[config.mk]
export PLATFORM = sky130hd
export DESIGN_NAME = eeg_load_ctrl
export DESIGN_NICKNAME = d
export VERILOG_FILES = /design/src/rtl/eeg_load_ctrl_pkg.sv /design/src/rtl/eeg_sample_buf.sv /design/src/rtl/eeg_load_ctrl.sv
export SDC_FILE = /design/constraint.sdc
export NUM_CORES = 1
export LEC_CHECK = 0
export BUFFER_PORTS_ARGS = -buffer_cell sky130_fd_sc_hd__buf_2
export CAP_MARGIN = 20
export CORE_AREA = 2 2 68 70
export CTS_CLUSTER_DIAMETER = 30
export DETAILED_ROUTE_END_ITERATION = 8
export DIE_AREA = 0 0 70 72
export HOLD_SLACK_MARGIN = 0.02
export PLACE_DENSITY = 0.73
export SLEW_MARGIN = 40
export SYNTH_ARGS = -nofsm -noshare
export SYNTH_HDL_FRONTEND = slang
export SYNTH_HIERARCHICAL = 1
export SYNTH_SLANG_ARGS = --single-unit
export TNS_END_PERCENT = 5
[constraint.sdc]
create_clock -name clk -period 3.4 [get_ports clk]
set_input_delay 0.68 -clock clk [delete_from_list [all_inputs] [get_ports clk]]
set_output_delay 0.68 -clock clk [all_outputs]
set_load 0.05 [all_outputs]
[src/rtl/eeg_load_ctrl_pkg.sv]
// Shared definitions for the EEG epoch loader: data types, FSM state encodings
// and epoch geometry used by eeg_load_ctrl and its sample buffer.
package eeg_load_ctrl_pkg;

  localparam int unsigned ADC_DATA_W   = 16;
  localparam int unsigned COMP_FX_W    = 22;
  localparam int unsigned INT_RES_AW   = 16;

  typedef logic [ADC_DATA_W-1:0] adc_data_t;
  typedef logic [COMP_FX_W-1:0]  comp_fx_t;
  typedef logic [INT_RES_AW-1:0] int_res_addr_t;

  // Loader FSM encoding (kept as plain constants for legacy tools)
  typedef logic [1:0] eeg_load_state_t;
  localparam eeg_load_state_t ST_IDLE = 2'd0;
  localparam eeg_load_state_t ST_LOAD = 2'd1;
  localparam eeg_load_state_t ST_DONE = 2'd2;

  localparam int unsigned NUM_SAMPLES_PER_EPOCH = 3000;  // 30 s at 100 Hz
  localparam int unsigned EEG_BASE_ADDR         = 0;
  localparam int unsigned EEG_FRAC_SHIFT        = 4;

endpackage

[src/rtl/eeg_sample_buf.sv]
// One-entry holding register between the EEG sample source and the shared
// int-res write port. A push while full with no pop in the same cycle is
// dropped and recorded in a sticky overrun flag.
module eeg_sample_buf #(
  parameter int unsigned W = 22
) (
  input  logic         clk,
  input  logic         rst_n,
  input  logic         flush,      // discard entry and clear overrun
  input  logic         push,
  input  logic [W-1:0] push_data,
  input  logic         pop,        // write granted this cycle
  output logic         valid,
  output logic [W-1:0] data,
  output logic         overrun
);

  logic         valid_q, valid_d;
  logic [W-1:0] data_q, data_d;
  logic         overrun_q, overrun_d;
  logic         accept;
  logic         drop;

  // A pop frees the slot at the same edge, so a coincident push still fits
  assign accept = push && (!valid_q || pop);
  assign drop   = push && valid_q && !pop;

  // Next-state for occupancy, payload and sticky overrun
  always_comb begin
    valid_d   = valid_q;
    data_d    = data_q;
    overrun_d = overrun_q;
    if (flush) begin
      valid_d   = 1'b0;
      overrun_d = 1'b0;
    end else begin
      if (accept) begin
        valid_d = 1'b1;
        data_d  = push_data;
      end else if (pop) begin
        valid_d = 1'b0;
      end
      if (drop) begin
        overrun_d = 1'b1;
      end
    end
  end

  // State registers
  always_ff @(posedge clk or negedge rst_n) begin
    if (!rst_n) begin
      valid_q   <= 1'b0;
      data_q    <= '0;
      overrun_q <= 1'b0;
    end else begin
      valid_q   <= valid_d;
      data_q    <= data_d;
      overrun_q <= overrun_d;
    end
  end

  assign valid   = valid_q;
  assign data    = data_q;
  assign overrun = overrun_q;

endmodule

[src/rtl/eeg_load_ctrl.sv]
// EEG epoch loader: converts unsigned ADC samples to signed fixed point and
// writes one epoch to consecutive int-res addresses over a req/gnt port.
// Optional build macro EEG_LOAD_STALL_CNT_EN adds a saturating stall_cycles
// counter of cycles with mem_req high and mem_gnt low.
module eeg_load_ctrl
  import eeg_load_ctrl_pkg::*;
#(
  parameter int unsigned ADC_W       = ADC_DATA_W,
  parameter int unsigned DATA_W      = COMP_FX_W,
  parameter int unsigned ADDR_W      = INT_RES_AW,
  parameter int unsigned FRAC_SHIFT  = EEG_FRAC_SHIFT,
  parameter int unsigned NUM_SAMPLES = NUM_SAMPLES_PER_EPOCH,
  parameter int unsigned BASE_ADDR   = EEG_BASE_ADDR
) (
  input  logic              clk,
  input  logic              rst_n,
  input  logic              start_eeg_load,
  input  logic              new_eeg_data,
  input  logic [ADC_W-1:0]  eeg,
  output logic              mem_req,
  input  logic              mem_gnt,
  output logic [ADDR_W-1:0] mem_addr,
  output logic [DATA_W-1:0] mem_data,
  output logic              loading,
  output logic              load_done,
  output logic              overrun,
`ifdef EEG_LOAD_STALL_CNT_EN
  output logic [15:0]       stall_cycles,
`endif
  output logic [11:0]       sample_cnt
);

  // Intermediate width large enough to hold the shifted sample plus a sign
  // guard, so saturation can be decided without losing bits.
  localparam int unsigned RAW_W = ADC_W + FRAC_SHIFT;
  localparam int unsigned WW    = ((RAW_W > DATA_W) ? RAW_W : DATA_W) + 1;

  eeg_load_state_t state_q, state_d;
  logic [11:0]     cnt_q, cnt_d;
  logic            done_q, done_d;

  logic              buf_valid;
  logic              buf_overrun;
  logic              buf_push;
  logic              grant;
  logic              last_grant;
  logic              in_load;

  logic [ADC_W-1:0]  offset;
  logic signed [WW-1:0] wide;
  logic signed [WW-1:0] sat_max;
  logic signed [WW-1:0] sat_min;
  logic [DATA_W-1:0] conv;

  // Subtracting mid-scale from an unsigned code is an MSB flip
  assign offset  = {~eeg[ADC_W-1], eeg[ADC_W-2:0]};
  assign wide    = $signed({{(WW-ADC_W){offset[ADC_W-1]}}, offset}) <<< FRAC_SHIFT;
  assign sat_max = $signed({{(WW-DATA_W+1){1'b0}}, {(DATA_W-1){1'b1}}});
  assign sat_min = $signed({{(WW-DATA_W+1){1'b1}}, {(DATA_W-1){1'b0}}});

  // Saturate the shifted sample to the signed DATA_W range
  always_comb begin
    conv = wide[DATA_W-1:0];
    if (wide > sat_max) begin
      conv = sat_max[DATA_W-1:0];
    end else if (wide < sat_min) begin
      conv = sat_min[DATA_W-1:0];
    end
  end

  assign in_load    = (state_q == ST_LOAD);
  assign grant      = buf_valid && mem_gnt;
  assign last_grant = in_load && grant && (cnt_q == 12'(NUM_SAMPLES - 1));
  // No sample may be captured once the epoch completes or on a (re)start
  assign buf_push   = in_load && new_eeg_data && !start_eeg_load && !last_grant;

  eeg_sample_buf #(
    .W (DATA_W)
  ) u_buf (
    .clk       (clk),
    .rst_n     (rst_n),
    .flush     (start_eeg_load),
    .push      (buf_push),
    .push_data (conv),
    .pop       (grant),
    .valid     (buf_valid),
    .data      (mem_data),
    .overrun   (buf_overrun)
  );

  // FSM, sample counter and done pulse next-state
  always_comb begin
    state_d = state_q;
    cnt_d   = cnt_q;
    done_d  = 1'b0;
    if (start_eeg_load) begin
      state_d = ST_LOAD;
      cnt_d   = '0;
    end else if (in_load && grant) begin
      cnt_d = cnt_q + 12'd1;
      if (last_grant) begin
        state_d = ST_DONE;
        done_d  = 1'b1;
      end
    end
  end

  // Control state registers
  always_ff @(posedge clk or negedge rst_n) begin
    if (!rst_n) begin
      state_q <= ST_IDLE;
      cnt_q   <= '0;
      done_q  <= 1'b0;
    end else begin
      state_q <= state_d;
      cnt_q   <= cnt_d;
      done_q  <= done_d;
    end
  end

`ifdef EEG_LOAD_STALL_CNT_EN
  logic [15:0] stall_q;

  // Saturating count of cycles the shared port holds off our request
  always_ff @(posedge clk or negedge rst_n) begin
    if (!rst_n) begin
      stall_q <= '0;
    end else if (start_eeg_load) begin
      stall_q <= '0;
    end else if (buf_valid && !mem_gnt && (stall_q != 16'hFFFF)) begin
      stall_q <= stall_q + 16'd1;
    end
  end

  assign stall_cycles = stall_q;
`endif

  assign mem_req    = buf_valid;
  assign mem_addr   = ADDR_W'(BASE_ADDR) + ADDR_W'(cnt_q);
  assign loading    = in_load;
  assign load_done  = done_q;
  assign overrun    = buf_overrun;
  assign sample_cnt = cnt_q;

endmodule

-- Yosys cells after proc, flatten, opt, wreduce, memory -nomap -nowiden
Cells that the tools add are included.
- register bits after elaboration: 39
- latch bits: 0
- memory bits (writable): 0
- ROM bits: 0
- input bits: 21
- output and inout port bits: 54
- memories: 0
- $add $sub $neg: 1
- $mul: 0
- divide/modulo/power cells: 0
- $lt $le $gt $ge: 2
- equal/unequal tests: 2
- shift operators: 0
- mux-type cells: 15
- bitwise logic cells: 2
- reduce and logical (&&, ||, !) cells: 20
- operators by type and width (operator ; count):
    2-to-1 mux 22 bit ; 2
    2-to-1 mux 12 bit ; 2
    > comparator 20 x 22 -> 1 bit (second input constant) ; 1
    < comparator 20 x 22 -> 1 bit (second input constant) ; 1
    adder 12 x 1 -> 12 bit (second input constant) ; 1
    equality test 12 bit (second input constant) ; 1
    logical AND 1 bit ; 9
    2-to-1 mux 1 bit ; 8
    2-to-1 mux 2 bit ; 3
    nonzero test 2 bit ; 3
    zero test 1 bit ; 4
    AND reduction 2 bit ; 2
    nonzero test 3 bit ; 1
    equality test 2 x 1 -> 1 bit (second input constant) ; 1
    inverter 1 bit ; 2
    logical OR 1 bit ; 1

-- Longest topological paths before layout
- word-level depth: 9
- mapped depth: 7
- depth with buffers taken out: 6

-- By module
Netlist, hierarchy kept.
- modules (own cells, without submodules) (module ; instances ; cells each ; area each (sq um) ; seq. area each (sq um)):
    eeg_load_ctrl ; 1 ; 99 ; 927.1 ; 375.4
    eeg_sample_buf ; 1 ; 54 ; 919.6 ; 600.6

-- Least setup slack after synthesis
Ideal clock, no wire load.
- path kind: register to register
- start: register state_q[0]
- end: register u_buf.data_q[12], in the netlist u_buf/data[12]
- arrival: 2.422 ns
- path slack: 0.853 ns
- cell stages (with the launch flop): 6
- path buffers: 1
- cells stage by stage: dfrtp_1 -> nor2b_1 -> nor4bb_1 -> nor3b_4 -> buf_6 -> mux2_2
- word-level cells in the longest chain between the ends: 7
- elaborated cells between the ends (all ways): 9
- those cells by class: eq/ne (1); reduce/logical (8)
- ends and longest elaborated chain (what ; RTL line ; text):
    start: declaration ; eeg_load_ctrl.sv:38 ; eeg_load_state_t state_q, state_d;
    start signal: assignment ; eeg_load_ctrl.sv:115 ; state_q <= state_d;
    equality test 2 x 1 -> 1 bit (*) ; eeg_load_ctrl.sv:71 ; assign in_load = (state_q == ST_LOAD);
    via loading ; eeg_load_ctrl.sv:24 ; output logic loading,
    logical AND 1 bit (2 in series) ; eeg_load_ctrl.sv:73 ; assign last_grant = in_load && grant && (cnt_q == 12'(NUM_SAMPLES - 1));
    zero test 1 bit ; eeg_load_ctrl.sv:75 ; assign buf_push = in_load && new_eeg_data && !start_eeg_load && !last_grant;
    logical AND 1 bit (*) ; eeg_load_ctrl.sv:75 ;
    via buf_push ; eeg_load_ctrl.sv:44 ; logic buf_push;
    logical AND 1 bit (*) ; eeg_sample_buf.sv:25 ; assign accept = push && (!valid_q || pop);
    AND reduction 2 bit (no line) (*) ; -- ;
    end signal: assignment ; eeg_sample_buf.sv:57 ; data_q <= data_d;
    end: declaration ; eeg_sample_buf.sv:19 ; logic [W-1:0] data_q, data_d;
The timed path passes the listed nets; every way through them passes the cells marked *.
A chain may end at the register's enable or synchronous reset.

-- Worst setup path in the final report
- start: register cnt_q[0], in the netlist sample_cnt[0]
- end: register u_buf.data_q[19], in the netlist u_buf/data[19]
- word-level cells in the longest chain between the ends: 6
- ends and longest elaborated chain (what ; RTL line ; text):
    start: declaration ; eeg_load_ctrl.sv:39 ; logic [11:0] cnt_q, cnt_d;
    start signal: assignment ; eeg_load_ctrl.sv:116 ; cnt_q <= cnt_d;
    equality test 12 bit ; eeg_load_ctrl.sv:73 ;
    logical AND 1 bit ; eeg_load_ctrl.sv:73 ;
    zero test 1 bit ; eeg_load_ctrl.sv:75 ;
    logical AND 1 bit ; eeg_load_ctrl.sv:75 ;
    via buf_push ; eeg_load_ctrl.sv:44 ;
    logical AND 1 bit ; eeg_sample_buf.sv:25 ;
    AND reduction 2 bit (no line) ; -- ;
The timed path passes the listed nets, and every way through them passes these cells.

==> flow_summary.ini <==
[detailed_routing]
viasPerCell = 4.98
drtIter0Drc = 76
via_count = 1345
drc = 0
ant_nets = 0
wirelength_um = 3490
post_drt_wl_per_cell_um = 12.9
firstDrtPassIters = 4

[place]
routabilityCongestion = 0.725
port_buffers = 70
dp_slack_ns = 0.769
dpl.hpwl_um = 2520
post-place-cells = 262

[worst_setup_path]
crit_path_max_fanout = 22
path_buf_inv = 1
cp_slowest_cell = dfrtp_1
path_delay_family = simple AND/OR/NAND/NOR gates
max_stage_delay_ns = 0.43
reg2reg_depth = 7
worstSetupEndpointType = flop
critical_path_class = flop to flop
worst_ep_required_time_ns = 3.58
start_kind = flop
crit_cells = 7
crit_arrival_ns = 2.65
path_cells = ha_1, nand4_1, nor4b_1, nor4bb_1, nor3b_4, buf_4, mux2_2

[global_route]
first_global_vias = 1316
grt_usage_pct = 14.6
overflow = 0
grt_pass1_wl_um = 5870
antenna_found_initial = 0
grt_max_degree = 40

[yosys]
synth_edf_count = 0
yosys.area_share.xor_xnor_pct = 0.474
ys_types = 35
seq_area_frac_synth_pct = 52.8
synth_seq_cells = 39
synthAdderAreaFrac_pct = 0.678
synth_mux_area_share_pct = 17.0
syn_inst = 153
synthArstFlopShare_pct = 100
syn_area_um2 = 1850
synth-compound-area-share_pct = 4.07
synth-main-ff-cell = dfrtp_1
syn-mean-instance-area_um2 = 12.1
yosysWarnings = 6
yosys.area_share.simple_pct = 15.5
synth_top_family_by_area = multiplexers

[timing]
setup_viol = 0
final.setup.worst_slack_ns = 0.921
drv_slew = 0
skew_ns = 0.00114
period_minus_slack_ns = 2.48
period_share_pct = 72.9
fin_tns_setup_ns = 0
whs_ns = 0.350
timing.fmax_mhz = 403
grt_setup_unrepaired = false
hold_viol_final = 0

[power]
p_per_area_nw_per_um2 = 601
p_leak_nw = 1.12
switching_share_pct = 36.2
power_frac_seq_pct = 40.9
p_comb_share_pct = 30.1
irDropWorstVdd_mv = 0.223
p_sw_mw = 0.492
pwr-share-clk_pct = 29.1
internal_power_mw = 0.867

[clocking]
cts-root-buf = clkbuf_8
clockBufferDepth = 2
clk_pin_slew_ns = 0.07
cts_buffers = 5
cts_tree = built
cts_sinks = 39
cts_resized = 0
post_cts_buffers = 0
htree_levels = 2
clk_latency_ns = 0.29
holdBufCountCts = 0

[cells_and_area]
final_layout_size_suffix_gt1_share_pct = 50.5
n_fill_cell = 389
diodes = 0
layout_commonest_cell = buf_2
utilization_pct = 53.0
final_cells = 270
fin_nets = 239
mostFrequentLayoutCells = 69 x buf_2, 39 x dfrtp_1, 26 x mux2_2, 11 x nor2_1, 8 x conb_1
area_growth_pct = 22.4

[min_path]
hold_path_class = input port to async pin

[floorplanning]
die_y_um = 72
dieArea_um2 = 5040
core-area_um2 = 4260
die_width_um = 70
io_pins = 75
rows = 24
start_util_pct = 43.3

[outcome]
status = completed

[job]
cap_violations = 0
==> cells in the mapped netlist, types with 2 or more instances <==
master   instances  area share (%)
a21oi_1          7             1.9
buf_4           16             6.5
buf_6            2             1.2
dfrtp_1         39              53
inv_1            4            0.81
mux2_2          26              16
nand2_1          4            0.81
nand3_1          3            0.81
nand4_1          3             1.0
nor2_1          11             2.2
nor2b_1          6             2.0
nor3_1           2            0.54
nor4_1           3             1.0
o21ai_0          2            0.54
o31ai_1          3             1.2
or4_1            3             1.2
==> per-stage QoR <==
step / instance area (um^2) / power [mW]
after floorplan: 1870 / 0.882
after global placement: 2140 / 0.972
after detailed placement: 2140 / 0.979
after CTS: 2260 / 1.38
after global routing: 2260 / 1.43
final: 2260 / 1.36
==> final timing paths <==
path,start,end,slack [ns]
min in group clk,u_buf/data[15],u_buf/data[15],0.49
min reg2reg,u_buf/data[15],u_buf/data[15],0.49
min,rst_n,u_buf/data[4],0.35
max,sample_cnt[0],u_buf/data[19],0.92
max reg2reg,sample_cnt[0],u_buf/data[19],0.92
max in group asynchronous,rst_n,state_q[1],2.72
==> final cells by class <==
| cell class | count | area, um^2 | area share, % |
|---|---|---|---|
| Clock inverter | 2 | 35.0 | 1.55 |
| Clock buffer | 6 | 82.6 | 3.65 |
| Tap cell | 52 | 65.1 | 2.88 |
| Sequential cell | 39 | 976 | 43.2 |
| Multi-Input combinational cell | 96 | 727 | 32.2 |
| Inverter | 4 | 15.0 | 0.664 |
| Timing Repair Buffer | 71 | 360 | 15.9 |
==> worst register-to-register path, stage by stage (launching register included) <==
cell      delay (ns)
dfrtp_1         0.43
ha_1            0.25
nand4_1         0.22
nor4b_1         0.10
nor4bb_1        0.43
nor3b_4         0.25
buf_4           0.31
mux2_2          0.38
==> flip-flops by register name, summed over array words and instances (netlist names) <==
register,cells
load_done,1
sample_cnt,12
state_q,2
u_buf/data,22
u_buf/overrun,1
u_buf/valid,1
==> cell families (layout without fill, tap and decap cells) <==
logic type      Yosys count  count (layout)
mux                      28              28
simple gates             45              45
flops                    39              39
other cells               1               8
fa+ha+maj                 1               1
compound gates           13              13
xor+xnor                  1               1
buf+inv                  25              83
==> power by group through the flow <==
stage                     registers [mW]  logic [mW]  clock network, mW
after floorplan                    0.790      0.0920                  0
after global placement             0.565       0.407                  0
after detailed placement           0.566       0.413                  0
after CTS                          0.556       0.413              0.411
after global routing               0.564       0.426              0.437
final                              0.555       0.409              0.395
==> layer usage <==
layer / wire (um) / track usage (%) / share of wire, %
met1: 1500 / 17.1 / 43
met2: 1660 / 25.5 / 48
met3: 297 / 5.97 / 8.5
met4: 31 / 3.21 / 0.89
met5: 0 / 0 / 0
Power figures use the tool's default switching activity.
